--- src/rtl/mig_params.sv ---
// -----------------------------------------------------------------------------
// mig_params
// Shared constants and types for the iAFU page-migration path. The snoop event
// type is common to the AFU snooper (producer) and the snoop tracker
// (consumer).
// -----------------------------------------------------------------------------
package mig_params;

    localparam int MIG_GRP_SIZE   = 4;   // migration page slots tracked
    localparam int NUM_SNP_PORTS  = 4;   // ch0 AR, ch1 AR, ch0 AW, ch1 AW
    localparam int LINES_PER_PAGE = 64;  // 64 B lines in a 4 KB page

    localparam int IDXW = $clog2(MIG_GRP_SIZE);
    localparam int OFFW = $clog2(LINES_PER_PAGE);
    localparam int CNTW = $clog2(LINES_PER_PAGE + 1);  // must hold 0..64

    // One snoop event lane: valid, line offset within the page, slot hit.
    typedef struct packed {
        logic            inv;
        logic [OFFW-1:0] pg_off;
        logic [IDXW-1:0] idx;
    } t_iafu_snp_evt;

    // Read-and-clear response payload.
    typedef struct packed {
        logic [LINES_PER_PAGE-1:0] bitmap;
        logic [CNTW-1:0]           count;
        logic                      idle;
    } t_trk_rd_rsp;

    // Number of set bits in a page bitmap.
    function automatic logic [CNTW-1:0] popcount(input logic [LINES_PER_PAGE-1:0] v);
        logic [CNTW-1:0] cnt;
        cnt = '0;
        for (int i = 0; i < LINES_PER_PAGE; i++) begin
            cnt = cnt + CNTW'(v[i]);
        end
        return cnt;
    endfunction

endpackage

--- src/rtl/iafu_snp_tracker_if.sv ---
// -----------------------------------------------------------------------------
// iafu_snp_tracker_if
// Bundles the snoop event lanes, the arm command, the read-and-clear
// request/response handshake and the per-slot armed flags.
//   slave  : the tracker side (consumes events/requests, drives responses)
//   master : the snooper + migration engine side
// -----------------------------------------------------------------------------
interface iafu_snp_tracker_if
    import mig_params::*;
#(
    parameter int MIG_GRP_SIZE   = mig_params::MIG_GRP_SIZE,
    parameter int NUM_SNP_PORTS  = mig_params::NUM_SNP_PORTS,
    parameter int LINES_PER_PAGE = mig_params::LINES_PER_PAGE
);
    localparam int IDXW = $clog2(MIG_GRP_SIZE);

    // Snoop event lanes
    logic [NUM_SNP_PORTS-1:0]           iafu_snp_inv;
    logic [NUM_SNP_PORTS-1:0][OFFW-1:0] iafu_snp_pg_off;
    logic [NUM_SNP_PORTS-1:0][IDXW-1:0] iafu_snp_idx;

    // Arm command (always accepted)
    logic            arm_valid;
    logic [IDXW-1:0] arm_idx;

    // Read-and-clear request
    logic            rd_req_valid;
    logic [IDXW-1:0] rd_req_idx;
    logic            rd_req_last;
    logic            rd_req_ready;

    // Read response
    logic                      rd_rsp_valid;
    logic                      rd_rsp_ready;
    logic [LINES_PER_PAGE-1:0] rd_rsp_bitmap;
    logic [CNTW-1:0]           rd_rsp_count;
    logic                      rd_rsp_idle;

    // Per-slot armed flags
    logic [MIG_GRP_SIZE-1:0] trk_armed;

    modport slave (
        input  iafu_snp_inv, iafu_snp_pg_off, iafu_snp_idx,
        input  arm_valid, arm_idx,
        input  rd_req_valid, rd_req_idx, rd_req_last,
        output rd_req_ready,
        output rd_rsp_valid, rd_rsp_bitmap, rd_rsp_count, rd_rsp_idle,
        input  rd_rsp_ready,
        output trk_armed
    );

    modport master (
        output iafu_snp_inv, iafu_snp_pg_off, iafu_snp_idx,
        output arm_valid, arm_idx,
        output rd_req_valid, rd_req_idx, rd_req_last,
        input  rd_req_ready,
        input  rd_rsp_valid, rd_rsp_bitmap, rd_rsp_count, rd_rsp_idle,
        output rd_rsp_ready,
        input  trk_armed
    );

endinterface

--- src/rtl/iafu_snp_trk_slot.sv ---
// -----------------------------------------------------------------------------
// iafu_snp_trk_slot
// One migration slot: armed flag, 64-bit touched-line bitmap and the merge of
// this cycle's snoop events that hit the slot.
// Ports:
//   afu_clk, afu_rstn : clock, async active-low reset
//   evt               : all snoop lanes (each lane filtered on idx here)
//   arm               : clear bitmap and start tracking (wins over everything)
//   rd_clr, rd_last   : read handshake targets this slot; disarm after it
//   armed             : slot is tracking
//   snap              : bitmap | this cycle's events (what a read captures)
// -----------------------------------------------------------------------------
module iafu_snp_trk_slot
    import mig_params::*;
#(
    parameter int SLOT_ID        = 0,
    parameter int NUM_SNP_PORTS  = mig_params::NUM_SNP_PORTS,
    parameter int LINES_PER_PAGE = mig_params::LINES_PER_PAGE
) (
    input  logic                               afu_clk,
    input  logic                               afu_rstn,
    input  t_iafu_snp_evt [NUM_SNP_PORTS-1:0]  evt,
    input  logic                               arm,
    input  logic                               rd_clr,
    input  logic                               rd_last,
    output logic                               armed,
    output logic [LINES_PER_PAGE-1:0]          snap
);

    logic [LINES_PER_PAGE-1:0] bitmap_q;
    logic [LINES_PER_PAGE-1:0] evt_mask;

    // Duplicate lanes simply set the same bit again.
    always_comb begin
        // NOTE: every variable written in an always_comb gets a default first,
        // so no path leaves it unassigned and no latch is inferred.
        evt_mask = '0;
        for (int l = 0; l < NUM_SNP_PORTS; l++) begin
            if (evt[l].inv && (evt[l].idx == IDXW'(SLOT_ID))) begin
                evt_mask[evt[l].pg_off] = 1'b1;
            end
        end
    end

    // Events to an idle slot are dropped here.
    assign snap = armed ? (bitmap_q | evt_mask) : '0;

    // NOTE: the bitmap is a small flop array rather than a RAM, so it takes
    // the async reset directly; a RAM-mapped store would need an init sweep.
    always_ff @(posedge afu_clk or negedge afu_rstn) begin
        if (!afu_rstn) begin
            armed    <= 1'b0;
            bitmap_q <= '0;
        end else if (arm) begin
            // Arm overrides a same-cycle read (incl. rd_last) and any events.
            armed    <= 1'b1;
            bitmap_q <= '0;
        end else if (rd_clr) begin
            // Same-cycle events were folded into the snapshot, so drop them.
            bitmap_q <= '0;
            if (rd_last) begin
                armed <= 1'b0;
            end
        end else begin
            bitmap_q <= snap;
        end
    end

endmodule

--- src/rtl/iafu_snp_tracker.sv ---
// -----------------------------------------------------------------------------
// iafu_snp_tracker
// Tracks which 64 B lines of each page under migration were touched while the
// copy was in flight. The migration engine arms a slot when its copy starts
// and later read-and-clears the slot bitmap to find lines to re-copy.
// Ports:
//   afu_clk   : clock
//   afu_rstn  : async active-low reset (release synchronised internally)
//   trk       : iafu_snp_tracker_if.slave
//               snoop lanes, arm_valid/arm_idx,
//               rd_req_valid/idx/last/ready, rd_rsp_valid/ready/bitmap/
//               count/idle, trk_armed
// One read is outstanding at a time: response the cycle after the request
// handshake, held until rd_rsp_ready.
// -----------------------------------------------------------------------------
module iafu_snp_tracker
    import mig_params::*;
#(
    parameter int MIG_GRP_SIZE   = mig_params::MIG_GRP_SIZE,
    parameter int NUM_SNP_PORTS  = mig_params::NUM_SNP_PORTS,
    parameter int LINES_PER_PAGE = mig_params::LINES_PER_PAGE
) (
    input  logic               afu_clk,
    input  logic               afu_rstn,
    iafu_snp_tracker_if.slave  trk
);

    localparam int IDXW = $clog2(MIG_GRP_SIZE);

    typedef enum logic {
        S_IDLE = 1'b0,
        S_RSP  = 1'b1
    } t_rsp_state;

    // Reset: asserts asynchronously, releases on a clock edge.
    logic [1:0] rst_pipe_q;
    logic       rst_n;

    always_ff @(posedge afu_clk or negedge afu_rstn) begin
        if (!afu_rstn) begin
            rst_pipe_q <= 2'b00;
        end else begin
            // NOTE: sequential state always uses <=, so every flop samples the
            // pre-edge value and this shift chain really is two stages deep.
            rst_pipe_q <= {rst_pipe_q[0], 1'b1};
        end
    end

    assign rst_n = rst_pipe_q[1];

    // Snoop lanes repacked into the shared event type.
    t_iafu_snp_evt [NUM_SNP_PORTS-1:0] evt;

    always_comb begin
        evt = '0;
        for (int l = 0; l < NUM_SNP_PORTS; l++) begin
            evt[l].inv    = trk.iafu_snp_inv[l];
            evt[l].pg_off = trk.iafu_snp_pg_off[l];
            evt[l].idx    = trk.iafu_snp_idx[l];
        end
    end

    t_rsp_state state_q, state_d;
    logic       req_ready;
    logic       rsp_valid;
    logic       req_hs;

    logic [MIG_GRP_SIZE-1:0]                     armed;
    logic [MIG_GRP_SIZE-1:0][LINES_PER_PAGE-1:0] snap;
    logic [LINES_PER_PAGE-1:0]                   snap_sel;

    assign req_hs = trk.rd_req_valid && req_ready;

    for (genvar s = 0; s < MIG_GRP_SIZE; s++) begin : g_slot
        iafu_snp_trk_slot #(
            .SLOT_ID        (s),
            .NUM_SNP_PORTS  (NUM_SNP_PORTS),
            .LINES_PER_PAGE (LINES_PER_PAGE)
        ) u_slot (
            .afu_clk  (afu_clk),
            .afu_rstn (rst_n),
            .evt      (evt),
            .arm      (trk.arm_valid && (trk.arm_idx == IDXW'(s))),
            .rd_clr   (req_hs && (trk.rd_req_idx == IDXW'(s))),
            .rd_last  (trk.rd_req_last),
            .armed    (armed[s]),
            .snap     (snap[s])
        );
    end

    assign snap_sel = snap[trk.rd_req_idx];

    // Response FSM
    always_ff @(posedge afu_clk or negedge rst_n) begin
        if (!rst_n) begin
            state_q <= S_IDLE;
        end else begin
            state_q <= state_d;
        end
    end

    always_comb begin
        state_d   = state_q;
        req_ready = 1'b0;
        rsp_valid = 1'b0;
        case (state_q)
            S_IDLE: begin
                req_ready = 1'b1;
                if (trk.rd_req_valid) begin
                    state_d = S_RSP;
                end
            end
            S_RSP: begin
                rsp_valid = 1'b1;
                if (trk.rd_rsp_ready) begin
                    state_d = S_IDLE;
                end
            end
            default: state_d = S_IDLE;
        endcase
    end

    // Response payload, loaded only on the request handshake so it stays
    // stable for as long as the consumer stalls.
    t_trk_rd_rsp rsp_q;

    always_ff @(posedge afu_clk or negedge rst_n) begin
        if (!rst_n) begin
            rsp_q <= '0;
        end else if (req_hs) begin
            rsp_q.bitmap <= snap_sel;
            rsp_q.count  <= popcount(snap_sel);
            rsp_q.idle   <= !armed[trk.rd_req_idx];
        end
    end

    assign trk.rd_req_ready  = req_ready;
    assign trk.rd_rsp_valid  = rsp_valid;
    assign trk.rd_rsp_bitmap = rsp_q.bitmap;
    assign trk.rd_rsp_count  = rsp_q.count;
    assign trk.rd_rsp_idle   = rsp_q.idle;
    assign trk.trk_armed     = armed;

endmodule

--- src/flat_wrapper.sv ---
// flat-port wrapper written by rule: the top's interface ports become plain ports
module iafu_snp_tracker_flat import mig_params::*;
#(
    parameter int MIG_GRP_SIZE   = mig_params::MIG_GRP_SIZE,
    parameter int NUM_SNP_PORTS  = mig_params::NUM_SNP_PORTS,
    parameter int LINES_PER_PAGE = mig_params::LINES_PER_PAGE
)
  (afu_clk, afu_rstn, trk_iafu_snp_inv, trk_iafu_snp_pg_off, trk_iafu_snp_idx, trk_arm_valid, trk_arm_idx, trk_rd_req_valid, trk_rd_req_idx, trk_rd_req_last, trk_rd_req_ready, trk_rd_rsp_valid, trk_rd_rsp_bitmap, trk_rd_rsp_count, trk_rd_rsp_idle, trk_rd_rsp_ready, trk_trk_armed);
  iafu_snp_tracker_if #(.MIG_GRP_SIZE(MIG_GRP_SIZE), .NUM_SNP_PORTS(NUM_SNP_PORTS), .LINES_PER_PAGE(LINES_PER_PAGE)) trk_i ();
  input  logic afu_clk;
  input  logic afu_rstn;
  input wire logic [$bits(trk_i.iafu_snp_inv)-1:0] trk_iafu_snp_inv;
  input wire logic [$bits(trk_i.iafu_snp_pg_off)-1:0] trk_iafu_snp_pg_off;
  input wire logic [$bits(trk_i.iafu_snp_idx)-1:0] trk_iafu_snp_idx;
  input wire logic [$bits(trk_i.arm_valid)-1:0] trk_arm_valid;
  input wire logic [$bits(trk_i.arm_idx)-1:0] trk_arm_idx;
  input wire logic [$bits(trk_i.rd_req_valid)-1:0] trk_rd_req_valid;
  input wire logic [$bits(trk_i.rd_req_idx)-1:0] trk_rd_req_idx;
  input wire logic [$bits(trk_i.rd_req_last)-1:0] trk_rd_req_last;
  output wire logic [$bits(trk_i.rd_req_ready)-1:0] trk_rd_req_ready;
  output wire logic [$bits(trk_i.rd_rsp_valid)-1:0] trk_rd_rsp_valid;
  output wire logic [$bits(trk_i.rd_rsp_bitmap)-1:0] trk_rd_rsp_bitmap;
  output wire logic [$bits(trk_i.rd_rsp_count)-1:0] trk_rd_rsp_count;
  output wire logic [$bits(trk_i.rd_rsp_idle)-1:0] trk_rd_rsp_idle;
  input wire logic [$bits(trk_i.rd_rsp_ready)-1:0] trk_rd_rsp_ready;
  output wire logic [$bits(trk_i.trk_armed)-1:0] trk_trk_armed;
  assign trk_i.iafu_snp_inv = trk_iafu_snp_inv;
  assign trk_i.iafu_snp_pg_off = trk_iafu_snp_pg_off;
  assign trk_i.iafu_snp_idx = trk_iafu_snp_idx;
  assign trk_i.arm_valid = trk_arm_valid;
  assign trk_i.arm_idx = trk_arm_idx;
  assign trk_i.rd_req_valid = trk_rd_req_valid;
  assign trk_i.rd_req_idx = trk_rd_req_idx;
  assign trk_i.rd_req_last = trk_rd_req_last;
  assign trk_rd_req_ready = trk_i.rd_req_ready;
  assign trk_rd_rsp_valid = trk_i.rd_rsp_valid;
  assign trk_rd_rsp_bitmap = trk_i.rd_rsp_bitmap;
  assign trk_rd_rsp_count = trk_i.rd_rsp_count;
  assign trk_rd_rsp_idle = trk_i.rd_rsp_idle;
  assign trk_i.rd_rsp_ready = trk_rd_rsp_ready;
  assign trk_trk_armed = trk_i.trk_armed;
  iafu_snp_tracker #(.MIG_GRP_SIZE(MIG_GRP_SIZE), .NUM_SNP_PORTS(NUM_SNP_PORTS), .LINES_PER_PAGE(LINES_PER_PAGE)) u_core (.afu_clk(afu_clk), .afu_rstn(afu_rstn), .trk(trk_i));
endmodule
--- config.mk ---
export PLATFORM = sky130hd
export DESIGN_NAME = iafu_snp_tracker_flat
export DESIGN_NICKNAME = d
export VERILOG_FILES = /design/src/rtl/mig_params.sv /design/src/rtl/iafu_snp_tracker_if.sv /design/src/rtl/iafu_snp_trk_slot.sv /design/src/rtl/iafu_snp_tracker.sv /design/src/flat_wrapper.sv
export SDC_FILE = /design/constraint.sdc
export NUM_CORES = 1
export LEC_CHECK = 0
export ABC_AREA = 0
export CELL_PAD_IN_SITES_DETAIL_PLACEMENT = 0
export CELL_PAD_IN_SITES_GLOBAL_PLACEMENT = 1
export CORE_ASPECT_RATIO = 0.5
export CORE_MARGIN = 2
export CORE_UTILIZATION = 30
export DETAILED_ROUTE_END_ITERATION = 8
export PLACE_DENSITY_LB_ADDON = 0.1
export SYNTH_ARGS = -nofsm -noshare
export SYNTH_HDL_FRONTEND = slang
export SYNTH_SLANG_ARGS = --single-unit
--- constraint.sdc ---
create_clock -name afu_clk -period 28.6 [get_ports afu_clk]
set_input_delay 4.29 -clock afu_clk [delete_from_list [all_inputs] [get_ports afu_clk]]
set_output_delay 4.29 -clock afu_clk [all_outputs]
set_load 0.05 [all_outputs]
Word level (Yosys, flattened, before mapping) --
Cells that the tools add are included.
Storage, ports and cells: flip-flop bits (word level) 335, bits of input ports 46, output and inout bits 78
Cells by class: add/subtract/negate cells 63, magnitude comparators 9, equality and inequality tests 18, muxes and demuxes 54, bitwise operators 17, reduce and logical (&&, ||, !) cells 48
Operators by type and width (number):
- $mux 64 | 29
- $or 64x64->64 | 16
- $add 7x1->7 | 62
- $bmux 64 s2 | 1
- $logic_and 1x1->1 | 29
- $lt 6x7->1 const B | 4
- $demux 1 s6 | 4
- $eq 2x2->1 const B | 12
- $ge 6x1->1 const B | 4
- $mux 1 | 18
- $reduce_bool 2->1 | 8
- $eq 2x1->1 const B | 6
- $logic_not 2->1 | 6
- $reduce_and 2->1 | 4
- $lt 2x3->1 const B | 1
- $add 1x1->2 | 1
- $bmux 1 s2 | 1
- $pmux 1 s2 | 1
- $logic_not 1->1 | 1
- $not 1->1 | 1

Depth between registers and ports, before layout --
Gate-level depths: netlist of run 1.
word-level depth 78, depth in mapped cells 29, mapped depth without buffers 27

By module --
A second synthesis of run 1 with hierarchy kept.
Second synthesis, totals: cell total of the unflattened synthesis 3072, area, all modules 26885.8 µm²
Modules (own cells, without submodules):
- iafu_snp_trk_slot (u_core.g_slot[1].u_slot ...) | times used 2, cells an instance 641, area each 5176.2 µm², sequential area each 1626.6 µm²
- iafu_snp_tracker | times used 1, cells an instance 534, area each 6070.8 µm², sequential area each 1876.8 µm²
- iafu_snp_trk_slot (u_core.g_slot[0].u_slot) | times used 1, cells an instance 639, area each 5297.6 µm², sequential area each 1626.6 µm²
- iafu_snp_trk_slot (u_core.g_slot[3].u_slot) | times used 1, cells an instance 617, area each 5165.0 µm², sequential area each 1626.6 µm²

Worst setup path before layout of run 1 --
OpenSTA, ideal clock, no wires.
path type input port to flip-flop, from input trk_iafu_snp_idx[1], to register u_core.rsp_q, in the netlist u_core.trk.rd_rsp_count[6], library setup time 0.123 ns, data arrival time 10.885 ns, data required time 28.477 ns, slack 17.592 ns, cell stages on the path 28, buffers on the path 3, cell sequence and3_1 -> buf_2 -> buf_2 -> buf_1 -> a31oi_1 -> nand4_1 -> a22oi_1 -> nand2_1 -> fa_1 -> inv_1 -> fa_1 -> fa_1 -> inv_1 -> fa_1 -> fa_1 -> inv_1 -> fa_1 -> fa_1 -> fa_1 -> fa_1 -> inv_1 -> fa_1 -> a21oi_1 -> o21bai_1 -> a21oi_1 -> nor2_1 -> o21ai_0 -> nand2_1
On the way: elaborated cells between the ends (all ways) 109
RTL lines:
- from (decl) | line flat_wrapper.sv:14 | input wire logic [$bits(trk_i.iafu_snp_idx)-1:0] trk_iafu_snp_idx;
- $eq 2x1->1 (tied with other cells) | line iafu_snp_trk_slot.sv:39 | if (evt[l].inv && (evt[l].idx == IDXW'(SLOT_ID))) begin
- $logic_and 1x1->1 | line iafu_snp_trk_slot.sv:39
- $mux 64 | line iafu_snp_trk_slot.sv:39
- $or 64x64->64 (no line)
- $mux 64 | line iafu_snp_trk_slot.sv:39
- $or 64x64->64 (no line)
- $mux 64 | line iafu_snp_trk_slot.sv:39
- $or 64x64->64 (no line)
- $mux 64 | line iafu_snp_trk_slot.sv:39
- $or 64x64->64 | line iafu_snp_trk_slot.sv:46 | assign snap = armed ? (bitmap_q | evt_mask) : '0;
- $mux 64 | line iafu_snp_trk_slot.sv:46
- $bmux 64 s2 (*) | line iafu_snp_tracker.sv:91 | assign snap_sel = snap[trk.rd_req_idx];
- $mux 64 (implied by the code) (*) | line iafu_snp_tracker.sv:91
- named net u_core.snap_sel[36] | line iafu_snp_tracker.sv:70 | logic [LINES_PER_PAGE-1:0] snap_sel;
- $add 7x1->7 (*) (28 in series) | line mig_params.sv:36 | cnt = cnt + CNTW'(v[i]);
- to (decl) | line iafu_snp_tracker.sv:125 | t_trk_rd_rsp rsp_q;
Mark *: on every way through the listed nets, which the timed path passes. The rest lies on a longest branch. The select of a mux whose other input is x is not followed. A chain may end at the register's enable or synchronous reset.

Final worst setup path of run 1 --
from input trk_iafu_snp_pg_off[2], to register u_core.rsp_q, in the netlist u_core.trk.rd_rsp_count[6]
On the way: longest elaborated chain between the ends 78, elaborated cells between the ends (all ways) 106
RTL lines:
- from (decl) | line flat_wrapper.sv:13 | input wire logic [$bits(trk_i.iafu_snp_pg_off)-1:0] trk_iafu_snp_pg_off;
- $lt 6x7->1 (implied by the code) / $ge 6x1->1 (equally long branches) | line iafu_snp_trk_slot.sv:40 | evt_mask[evt[l].pg_off] = 1'b1;
- $logic_and 1x1->1 (implied by the code) | line iafu_snp_trk_slot.sv:40
- $mux 1 (implied by the code) | line iafu_snp_trk_slot.sv:40
- $demux 1 s6 (*) | line iafu_snp_trk_slot.sv:40
- $mux 64 | line iafu_snp_trk_slot.sv:39
- $or 64x64->64 (no line)
- $mux 64 | line iafu_snp_trk_slot.sv:39
- $or 64x64->64 (no line)
- [... 2 more ...]
- $mux 64 | line iafu_snp_trk_slot.sv:39
- $or 64x64->64 | line iafu_snp_trk_slot.sv:46
- $mux 64 | line iafu_snp_trk_slot.sv:46
- $bmux 64 s2 (*) | line iafu_snp_tracker.sv:91
- $mux 64 (implied by the code) (*) | line iafu_snp_tracker.sv:91
- $add 1x1->2 | line mig_params.sv:36
- $add 7x1->7 (61 in series) | line mig_params.sv:36
- $add 7x1->7 (*) | line mig_params.sv:36
Every way passes the cells marked *; elsewhere a longest branch is shown, timed or not. The select of a mux whose other input is x is not followed.

==> results by group, run 1 <==
Status
  – Status: finished clean

STA
  – Setup violations, final: 0
  – Min Tclk post-route: between 10,000 and 15,000 ps
  – Final Hold Viols: 0
  – Max Clk Rate: approximately 79 MHz
  – Setup TNS: 0 ps
  – Worst clock skew: 22.6 ps
  – Worst-Margin Slew: around 1300 ps
  – Max-slew violation count: 0
  – RSZ-0062 raised after global routing: no
  – Tcrit/Tclk final: 0.440
  – Slew headroom: 0.127

Pwr
  – Psw: between 800 and 900 µW
  – Clock Power Share: 0.273
  – Max VDD drop: 0.000135 V
  – Pwr Density: between 70 and 80 mW/mm²
  – Pint: ~1.1 mW
  – Sw frac: 0.430
  – Comb power frac: 0.457
  – Leak Pwr: 10.8 nW
  – Flop pwr share: 0.270

Clock tree
  – Cts repair resizes: 0
  – Later-pin clock latency in the skew report: 600 ps
  – Post-CTS Setup Inserts: 0
  – Clock sink count: roughly 340
  – CTS H-tree lvls: 2
  – Cts bufs inserted: 39
  – TritonCTS clock tree: built
  – Clock root cell: clkbuf_16
  – CTS clk-pin slew, worst paths: 60 ps
  – Bufs on Longest Clock Path: 3
  – Cts hold-fix bufs: 0

Layout
  – Layout cells sized above 1: 0.109
  – Commonest non-fill, non-tap cell in the layout: nand3_1
  – Final net count: 2,848
  – Fillers: approximately 8,200
  – Commonest cells after routing, fill and taps aside: nand3_1, dfrtp_1, a31oi_1, nand4_1, nor2b_1
  – Area growth from synthesis to layout: 12.1%
  – Final Core Density: 0.340

Hold path
  – Hold path cells: 0
  – Hold Path Sink: u_core.rst_pipe_q[1]
  – Hold crit path type: register to register
  – HP Start: u_core.rst_pipe_q[0]

Global routing
  – First-pass GRT wire length: just under 200,000 µm
  – Vias in the first global route: around 25,000
  – Total grt overflow: 0
  – Initial antenna violation count: 4
  – GR Util All Layers: 0.326
  – Largest net degree at the start of global routing: 63

Placed design
  – DP HPWL: ~84,000 µm
  – GPL Wtd Cong: around 0.87
  – # port buffers: ~120

Synthesis
  – Syn Area/Cell: ~8.4 µm²
  – Synth cell types: 70
  – Synthesis-stage register bit count: 335
  – Main synth FF type: dfrtp_1
  – Net Count, Synth: approximately 3,000
  – Synthesized area: about 0.024 mm²
  – EDFF count, synth: 0
  – Synth Instances: 2,872
  – Syn. warnings: 0
  – Synth async-reset ratio: 1.00
  – Sequential share of the synthesized area: 0.348

Detailed routing
  – Average wire per standard cell: approximately 36 µm
  – Drc violations: 0
  – DRT iter0 DRCs: 3,315
  – Post-route ant nets: 0
  – DR vias/cell: 6.67
  – Vias: around 26,000
  – First-pass DRT Iterations: 5
  – Final wirelength: ~140,000 µm

Floorplan
  – Die height: approximately 200 µm
  – I/O pins: between 100 and 150
  – Die X: 405 µm
  – Num rows: 73
  – Initial core utilization: 0.303
  – Die area: about 0.083 mm²
  – Core area: around 0.08 mm²

Worst setup path
  – Crit Path Category: input pin to register
  – CP Max Fanout: 39
  – RR Endpoint: u_core.trk.rd_rsp_count[6]
  – Critical Path RT: between 20,000 and 30,000 ps
  – Type of origin of the critical path: input pin
  – R2R setup slack: 20,680 ps
  – Endpoint type of the worst setup path: register
  – Worst r2r src: u_core.g_slot[0].u_slot.armed
  – R2R depth: 23
  – WP data arrival: between 10,000 and 15,000 ps

Flow run
  – Max-cap violation count: 0
==> sequential cells by signal (all words and copies together) (netlist names) <==
register / flops
u_core.state_q: 1
u_core.g_slot.u_slot.bitmap_q: 256
u_core.rst_pipe_q: 2
u_core.trk.rd_rsp_idle: 1
u_core.g_slot.u_slot.armed: 4
u_core.trk.rd_rsp_bitmap: 64
u_core.trk.rd_rsp_count: 7
==> worst max-delay path by stage <==
stage                            startpoint                          to  slack (ps)  cells past startpoint
global route         trk_iafu_snp_pg_off[2]  u_core.trk.rd_rsp_count[6]       15700                     26
CTS                 trk_iafu_snp_pg_off[13]  u_core.trk.rd_rsp_count[6]       16140                     25
global placement    trk_iafu_snp_pg_off[12]  u_core.trk.rd_rsp_count[6]       15550                     24
detailed placement  trk_iafu_snp_pg_off[13]  u_core.trk.rd_rsp_count[6]       15540                     25
floorplan               trk_iafu_snp_idx[1]  u_core.trk.rd_rsp_count[6]       17590                     28
finish               trk_iafu_snp_pg_off[2]  u_core.trk.rd_rsp_count[6]       16010                     26
==> cell type report <==
| type | count | area [µm²] | share of cell area |
|---|---|---|---|
| multi-input cells | 2072 | 13800 | 0.509 |
| flip-flops and latches | 335 | 8390 | 0.310 |
| repair buffers | 224 | 2000 | 0.0741 |
| well taps | 1087 | 1360 | 0.0503 |
| clock buffers | 64 | 1220 | 0.0452 |
| inverters | 60 | 225 | 0.00833 |
| clock inverters | 4 | 70.1 | 0.00259 |
| diodes | 3 | 7.51 | 0.000278 |
==> per-stage QoR <==
| stage | hold slack, ps | cell area (µm²) | power (mW) | instances | setup WS (ps) |
|---|---|---|---|---|---|
| after floorplan | 331 | 24100 | 1.12 | 2872 | 17590 |
| after global placement | 338 | 25700 | 1.46 | 3778 | 15550 |
| after detailed placement | 340 | 25700 | 1.44 | 3778 | 15540 |
| after CTS | 359 | 27000 | 1.99 | 3846 | 16140 |
| after global routing | 371 | 27000 | 2.11 | 3846 | 15700 |
| final | 355 | 27000 | 1.99 | 3849 | 16010 |
==> cells in the mapped netlist (25+ instances only) <==
cell type	n	share of area
nand3_1	729	0.15
buf_2	188	0.039
clkbuf_1	146	0.023
o221ai_1	25	0.0091
fa_1	54	0.045
o21ai_1	32	0.0066
nor2_1	90	0.014
nand2_1	110	0.017
a31oi_1	229	0.059
nand4_1	219	0.057
and2_1	49	0.013
o22ai_1	54	0.014
buf_1	29	0.0045
nor2b_1	181	0.047
a22oi_1	27	0.0084
inv_1	60	0.0093
dfrtp_1	335	0.35
==> logic make-up (layout without fill, tap and decap cells) <==
logic type | count (synthesis) | after routing | share of synthesized area
xor+xnor | 2 | 2 | 0.000726
simple gates | 1500 | 1500 | 0.356
buf+inv | 465 | 352 | 0.0919
compound gates | 488 | 488 | 0.145
fa+ha+maj | 70 | 70 | 0.0531
mux | 11 | 11 | 0.00560
other cells | 1 | 4 | 0.000155
flops | 335 | 335 | 0.348
==> critical path: stages <==
cell	delay, ps
clkdlybuf4s50_1	630
nor2b_4	850
buf_4	660
nand3_1	180
nand4_1	160
o221a_2	200
o221ai_1	180
fa_1	620
fa_1	550
fa_1	560
inv_1	80
fa_1	490
fa_1	550
inv_1	50
fa_1	460
fa_1	490
fa_1	520
fa_1	220
inv_1	70
fa_1	460
a21oi_1	140
o21bai_1	110
a21oi_1	160
nor2_1	50
o21ai_0	200
nand2_1	70
==> metal layers <==
layer  part of all wire  global-route usage
met4              0.035               0.118
met5            0.00013                   0
met3               0.11              0.0783
met2               0.42               0.473
met1               0.44               0.469
==> power by group through the flow <==
stage	sequential, mW	clock [mW]	combinational, mW
after floorplan	0.610	0	0.512
after global placement	0.546	0	0.910
after detailed placement	0.546	0	0.892
after CTS	0.538	0.551	0.900
after global routing	0.540	0.570	0.997
final	0.537	0.542	0.908
Power figures use the tool's default switching activity.
==> run 2: changes to the inputs <==
==> constraint.sdc (replaced) <==
create_clock -name afu_clk -period 13.13 [get_ports afu_clk]
set_input_delay 1.9695 -clock afu_clk [delete_from_list [all_inputs] [get_ports afu_clk]]
set_output_delay 1.9695 -clock afu_clk [all_outputs]
set_load 0.05 [all_outputs]
==> run 2 against run 1 <==
Effect of this change: worst setup slack got worse by 13000 ps; critical path type unchanged; via count is 0.58% higher; largest cell class unchanged; sequential cell count stayed put; register-to-register slack worse by 16000 ps; core utilization is 0.29 points higher; clock skew decreased by 3.6 ps; hold slack got worse by 18 ps.
==> results by group, run 2 (synthesized netlist as in run 1, its figures left out) <==
Status
  – Status: finished clean

Pwr
  – Flop pwr share: 0.265 (-0.005)
  – Leak Pwr: 10.9 nW (+1.2%)
  – Pint: 2.49 mW (+120%)
  – Clock Power Share: 0.277 (+0.004)
  – Psw: 1.92 mW (+120%)
  – Comb power frac: 0.458 (about the same)
  – Sw frac: 0.435 (+0.00481)
  – Total power: 4.41 mW (+120%)
  – Max VDD drop: 0.000315 V (+130%)
  – Pwr Density: 162 mW/mm² (+120%)

Layout
  – Max reg flops: 256 (unchanged)
  – Fillers: 8,205 (-0.22%)
  – Top reg by flops: u_core.g_slot.u_slot.bitmap_q
  – Final net count: 2,863 (+0.53%)
  – Commonest cells after routing, fill and taps aside: nand3_1, dfrtp_1, a31oi_1, nand4_1, nor2b_1
  – Area growth from synthesis to layout: 13.0%
  – Layout cells sized above 1: 0.117 (+0.00794)
  – Final Core Density: 0.343 (+0.00288)
  – Commonest non-fill, non-tap cell in the layout: nand3_1

Placed design
  – GPL Wtd Cong: 0.894 (+2.6%)
  – DP HPWL: 86,700 µm (+3.5%)
  – # port buffers: 123 (unchanged)

STA
  – Max-slew violation count: 0 (unchanged)
  – Max Clk Rate: 98.5 MHz
  – Tcrit/Tclk final: 0.773
  – Slew headroom: 0.0971 (-0.0295)
  – RSZ-0062 raised after global routing: no
  – Worst clock skew: 19.0 ps (-3.60 ps)
  – Worst-Margin Slew: 1350 ps (+44.0 ps)
  – Setup TNS: 0 ps (unchanged)
  – Setup violations, final: 0 (unchanged)
  – Min Tclk post-route: 10,150 ps
  – Final Hold Viols: 0 (unchanged)

Worst setup path
  – Levels on crit path: 25 (-3.8%)
  – Worst r2r src: u_core.g_slot[0].u_slot.armed
  – R2R depth: 23 (unchanged)
  – CP max-delay cell: a221oi_1
  – CP delay by family, top: adder cells
  – Crit Path Category: input pin to register
  – CP Max Fanout: 31 (-21%)
  – Crit path from: trk_iafu_snp_pg_off[8]
  – RR Endpoint: u_core.trk.rd_rsp_count[6]
  – Critical Path RT: 13,610 ps (-15,460 ps)
  – WP data arrival: 10,630 ps (-2430 ps)
  – Buffers and inverters on the worst path: 5 (unchanged)
  – Type of origin of the critical path: input pin
  – Endpoint type of the worst setup path: register
  – Worst path most repeated cell: fa_1
  – CP max stage delay: 940 ps (+90 ps)
  – Setup crit end: u_core.trk.rd_rsp_count[6]
  – R2R setup slack: 4980 ps (-15,700 ps)

Flow run
  – Max-cap violation count: 0 (unchanged)

Global routing
  – Initial antenna violation count: 8 (+4)
  – Vias in the first global route: 25,100 (+0.61%)
  – First-pass GRT wire length: 199,000 µm (+1.7%)
  – Largest net degree at the start of global routing: 137 (+120%)
  – GR Util All Layers: 0.334 (+0.00811)
  – Total grt overflow: 0 (unchanged)

Detailed routing
  – Vias: 25,800 (+0.58%)
  – Drc violations: 0 (unchanged)
  – Post-route ant nets: 0 (unchanged)
  – Average wire per standard cell: 36.3 µm (+1.8%)
  – Final wirelength: 140,000 µm (+2.3%)
  – First-pass DRT Iterations: 9 (+4)
  – DRT iter0 DRCs: 3,915 (+18%)
  – DR vias/cell: 6.67 (about the same)

Clock tree
  – Cts repair resizes: 0 (unchanged)
  – TritonCTS clock tree: built
  – Post-CTS Setup Inserts: 0 (unchanged)
  – Later-pin clock latency in the skew report: 600 ps (about the same)
  – Clock root cell: clkbuf_16
  – Cts hold-fix bufs: 0 (unchanged)
  – CTS H-tree lvls: 2 (unchanged)
  – Clock sink count: 335 (unchanged)
  – Bufs on Longest Clock Path: 3 (unchanged)
  – CTS clk-pin slew, worst paths: 60 ps (about the same)
  – Cts bufs inserted: 40 (+2.6%)

Floorplan
  – Die area: 0.0828 mm² (unchanged)
  – Die X: 405 µm (unchanged)
  – Core area: 0.0796 mm² (unchanged)
  – Initial core utilization: 0.303 (unchanged)
  – I/O pins: 124 (unchanged)
  – Num rows: 73 (unchanged)
  – Die height: 204 µm (unchanged)

Hold path
  – Hold crit path type: register to asynchronous set/reset pin
==> run 2: how the worst min path moves through the flow <==
stage,endpoint,slack [ps],cells after the start
finish,u_core.trk.rd_rsp_bitmap[27],340,0
global route,u_core.rst_pipe_q[1],370,0
CTS,u_core.rst_pipe_q[1],350,0
detailed placement,u_core.rst_pipe_q[1],340,0
global placement,u_core.rst_pipe_q[1],330,0
floorplan,u_core.rst_pipe_q[1],330,0
==> run 2: cell type report <==
cell class | instances | area (µm²) | share of cell area
multi-input combinational | 2072 | 13800 | 0.505
timing repair buffer | 238 | 2170 | 0.0796
inverter | 60 | 225 | 0.00826
antenna | 5 | 12.5 | 0.000459
sequential | 335 | 8390 | 0.308
tap | 1087 | 1360 | 0.0499
clock buffer | 58 | 1200 | 0.0440
clock inverter | 14 | 149 | 0.00546
==> run 2: worst register-to-register path, cell delays in order (launching register included) <==
cell	delay, ps
dfrtp_1	490
mux4_2	750
buf_4	490
o221a_2	290
o221ai_1	240
fa_1	610
fa_1	550
fa_1	550
inv_1	80
fa_1	490
fa_1	540
inv_1	50
fa_1	450
fa_1	490
fa_1	510
fa_1	210
inv_1	70
fa_1	460
a21oi_1	150
o21bai_1	100
a21oi_1	160
nor2_1	50
o21ai_0	200
nand2_1	70
==> run 2: per-stage QoR <==
stage          cell area [µm²]  worst slack (ps)  cells  hold WS [ps]
2_1_floorplan            24100              3100   2872           331
5_1_grt                  27200              2620   3864           371
3_5_place_dp             25900              2530   3792           339
3_3_place_gp             25900              2500   3792           335
4_1_cts                  27200              3130   3864           354
6_report                 27300              2980   3869           337
==> run 2: power groups by stage <==
| stage | logic (mW) | registers (mW) | clock network (mW) |
|---|---|---|---|
| 5_1_grt | 2.22 | 1.18 | 1.28 |
| 3_5_place_dp | 1.98 | 1.19 | 0 |
| 6_report | 2.02 | 1.17 | 1.22 |
| 4_1_cts | 1.99 | 1.17 | 1.23 |
| 3_3_place_gp | 2.01 | 1.19 | 0 |
| 2_1_floorplan | 1.12 | 1.33 | 0 |
==> run 2: layer usage <==
metal  GRT usage  up-vias  routed length, µm
li1            -    10400                  -
met1       0.484    13300              62200
met2       0.464     1789              56300
met3       0.100      343              16600
met4       0.121        8               5260
met5     0.00468        -                 54
==> variant: new RTL, settings of run 2 <==
Make the reset (`afu_rstn` and `rst_n`) synchronous in 4 clocked blocks. Comments in the files are not updated.
--- a/src/rtl/iafu_snp_trk_slot.sv
+++ b/src/rtl/iafu_snp_trk_slot.sv
@@ -49,3 +49,3 @@
     // the async reset directly; a RAM-mapped store would need an init sweep.
-    always_ff @(posedge afu_clk or negedge afu_rstn) begin
+    always_ff @(posedge afu_clk) begin
         if (!afu_rstn) begin
--- a/src/rtl/iafu_snp_tracker.sv
+++ b/src/rtl/iafu_snp_tracker.sv
@@ -38,3 +38,3 @@
 
-    always_ff @(posedge afu_clk or negedge afu_rstn) begin
+    always_ff @(posedge afu_clk) begin
         if (!afu_rstn) begin
@@ -93,3 +93,3 @@
     // Response FSM
-    always_ff @(posedge afu_clk or negedge rst_n) begin
+    always_ff @(posedge afu_clk) begin
         if (!rst_n) begin
@@ -126,3 +126,3 @@
 
-    always_ff @(posedge afu_clk or negedge rst_n) begin
+    always_ff @(posedge afu_clk) begin
         if (!rst_n) begin
Formal check against the unedited RTL: differs if afu_rstn is asserted again (counterexample within 4 cycles, from zero or initial values and one cycle with afu_rstn low); with afu_rstn held inactive, the same outputs for 4 cycles.
==> variant against run 2 <==
Register-to-register slack gained 0.07 ns. Synthesized area down 5.5%. Clock skew is 0.0027 ns higher. Sequential cell count unchanged. Count of clock-buffer cells in the layout grew 2. Final cell count fell by 2.5%. Fmax down 1.4%. Final area is 6.4% lower. Wire length decreased by 12%. Synthesized cell count grew 0.17%. Sequential share of layout area fell by 4.5 points. Setup slack worse by 0.14 ns.
Power is not compared: it rests on default switching activity, and its combinational part moved more than twofold at a synthesized area within 25%.
==> variant: results (changes against run 2) <==
Result of the run - finished, final reports clean
Fraction of layout instances using a drive strength above 1 - 0.106 (-0.0104)
Compound-gate portion of the synthesized area - 0.166 (+0.0213)
Placed Cells - 3699 (-2.5%)
Maximum single-stage delay on the critical path - 0.90 ns (-0.04 ns)
Slew at the pin closest to its max-slew limit - 1.19 ns (-0.163 ns)
Proportion of synthesized chip area in sequential cells - 0.294 (-0.0533)
Worst setup slack for register-to-register paths - 5.05 ns (+0.07 ns)
Startpoint of the worst register-to-register path - u_core.g_slot[0].u_slot.armed$_SDFFE_PN0P_
Xor/xnor share of the synthesized area - 0.000769 (+0.0000425)
Reg2Reg Capture Point - u_core.trk.rd_rsp_count[6]$_SDFFE_PN0P_
Largest net degree at the start of global routing - 77 (-44%)
Routability Congestion - 0.817 (-8.6%)
Share of async-settable or async-resettable flops after synthesis - 0 (-1.00)
Pre-CTS setup slack - 2.29 ns (-0.237 ns)
Multi-input gates - 2055 (-0.82%)
Global-route wire length before repair - 178000 microns (-11%)
Slowest stage cell on the critical path - sky130_fd_sc_hd__nor4b_4
WP data arrival - 10.77 ns (+0.14 ns)
Max reg flops - 256 (unchanged)
Layout Cells excl Fill - 3772 (-2.5%)
Final HPWL from detailed placement - 72100 microns (-17%)
Final sequential cell count - 335 (unchanged)
DR vias/cell - 6.52 (-2.3%)
Proportion of cell area occupied by registers - 0.263 (-0.0448)
Worst slack on hold paths - 0.422 ns (+0.0848 ns)
GRT Total Usage - 0.306 (-0.0282)
Worst setup skew after layout - 0.0217 ns (+0.00267 ns)
Multi-input gate share of the layout cell area - 0.544 (+0.0389)
Synth unique cells - 57 (-19%)
Most frequent cells after synthesis - sky130_fd_sc_hd__nand3_1 (773), sky130_fd_sc_hd__dfxtp_1 (335), sky130_fd_sc_hd__a31oi_1 (284)
Fill cell instance count of the final layout - 7896 (-3.8%)
Final critical-path required period - 10.29 ns (+0.140 ns)
Antenna violations before repair - 6 (-2)
Depth of the worst register-to-register path - 26 (+13%)
Number of nets produced by synthesis - 2993 (+0.17%)
Total cell area at the placement stage - 0.0242 sq mm (-6.6%)
Clock distribution area overhead in the final layout - 0.0515 (+0.00201)
Clock buffer instance count of the final layout - 60 (+3.4%)
Critical Path Fanout Max - 16 (-48%)
Non-clock inverter count in the final layout - 66 (+10%)
Synth Instances - 2877 (+0.17%)
Signal buffers - 221 (-7.1%)
Adder and majority cell fraction of the synthesized area - 0.0562 (+0.00311)
## variant: changes by cell type after synthesis, moves of 68 or more
cell	before	now
sky130_fd_sc_hd__and2_1	49	252
sky130_fd_sc_hd__nor2b_1	181	10
sky130_fd_sc_hd__dfrtp_1	335	0
sky130_fd_sc_hd__nand2_1	110	42
sky130_fd_sc_hd__nor2_1	90	3
sky130_fd_sc_hd__dfxtp_1	0	335
## variant: per-layer routing
metal	wire length, microns	global-route usage	share of wire	up-vias
li1	-	-	-	10400
met1	56400	0.440	0.46	12400
met2	50600	0.445	0.41	1552
met3	11900	0.0635	0.097	236
met4	4400	0.117	0.036	8
met5	95	0	0.00077	-
## variant: worst max-delay path: cells and delay by family
kind                       cells  cell delay, ns
and+or+nand+nor                6            1.47
buffers and inverters          8            1.71
AOI/OAI and AO/OA              5            0.74
adders and majority gates     10            4.87
## variant: worst max path at each step
| stage | start | cells past startpoint | endpoint |
|---|---|---|---|
| after floorplan | trk_iafu_snp_pg_off[2] | 29 | u_core.trk.rd_rsp_count[6]$_SDFFE_PN0P_ |
| after global placement | trk_iafu_snp_pg_off[18] | 29 | u_core.trk.rd_rsp_count[6]$_SDFFE_PN0P_ |
| after detailed placement | trk_iafu_snp_pg_off[18] | 29 | u_core.trk.rd_rsp_count[6]$_SDFFE_PN0P_ |
| after CTS | trk_iafu_snp_pg_off[18] | 29 | u_core.trk.rd_rsp_count[6]$_SDFFE_PN0P_ |
| after global routing | trk_iafu_snp_pg_off[3] | 28 | u_core.trk.rd_rsp_count[6]$_SDFFE_PN0P_ |
| final | trk_iafu_snp_pg_off[18] | 29 | u_core.trk.rd_rsp_count[6]$_SDFFE_PN0P_ |
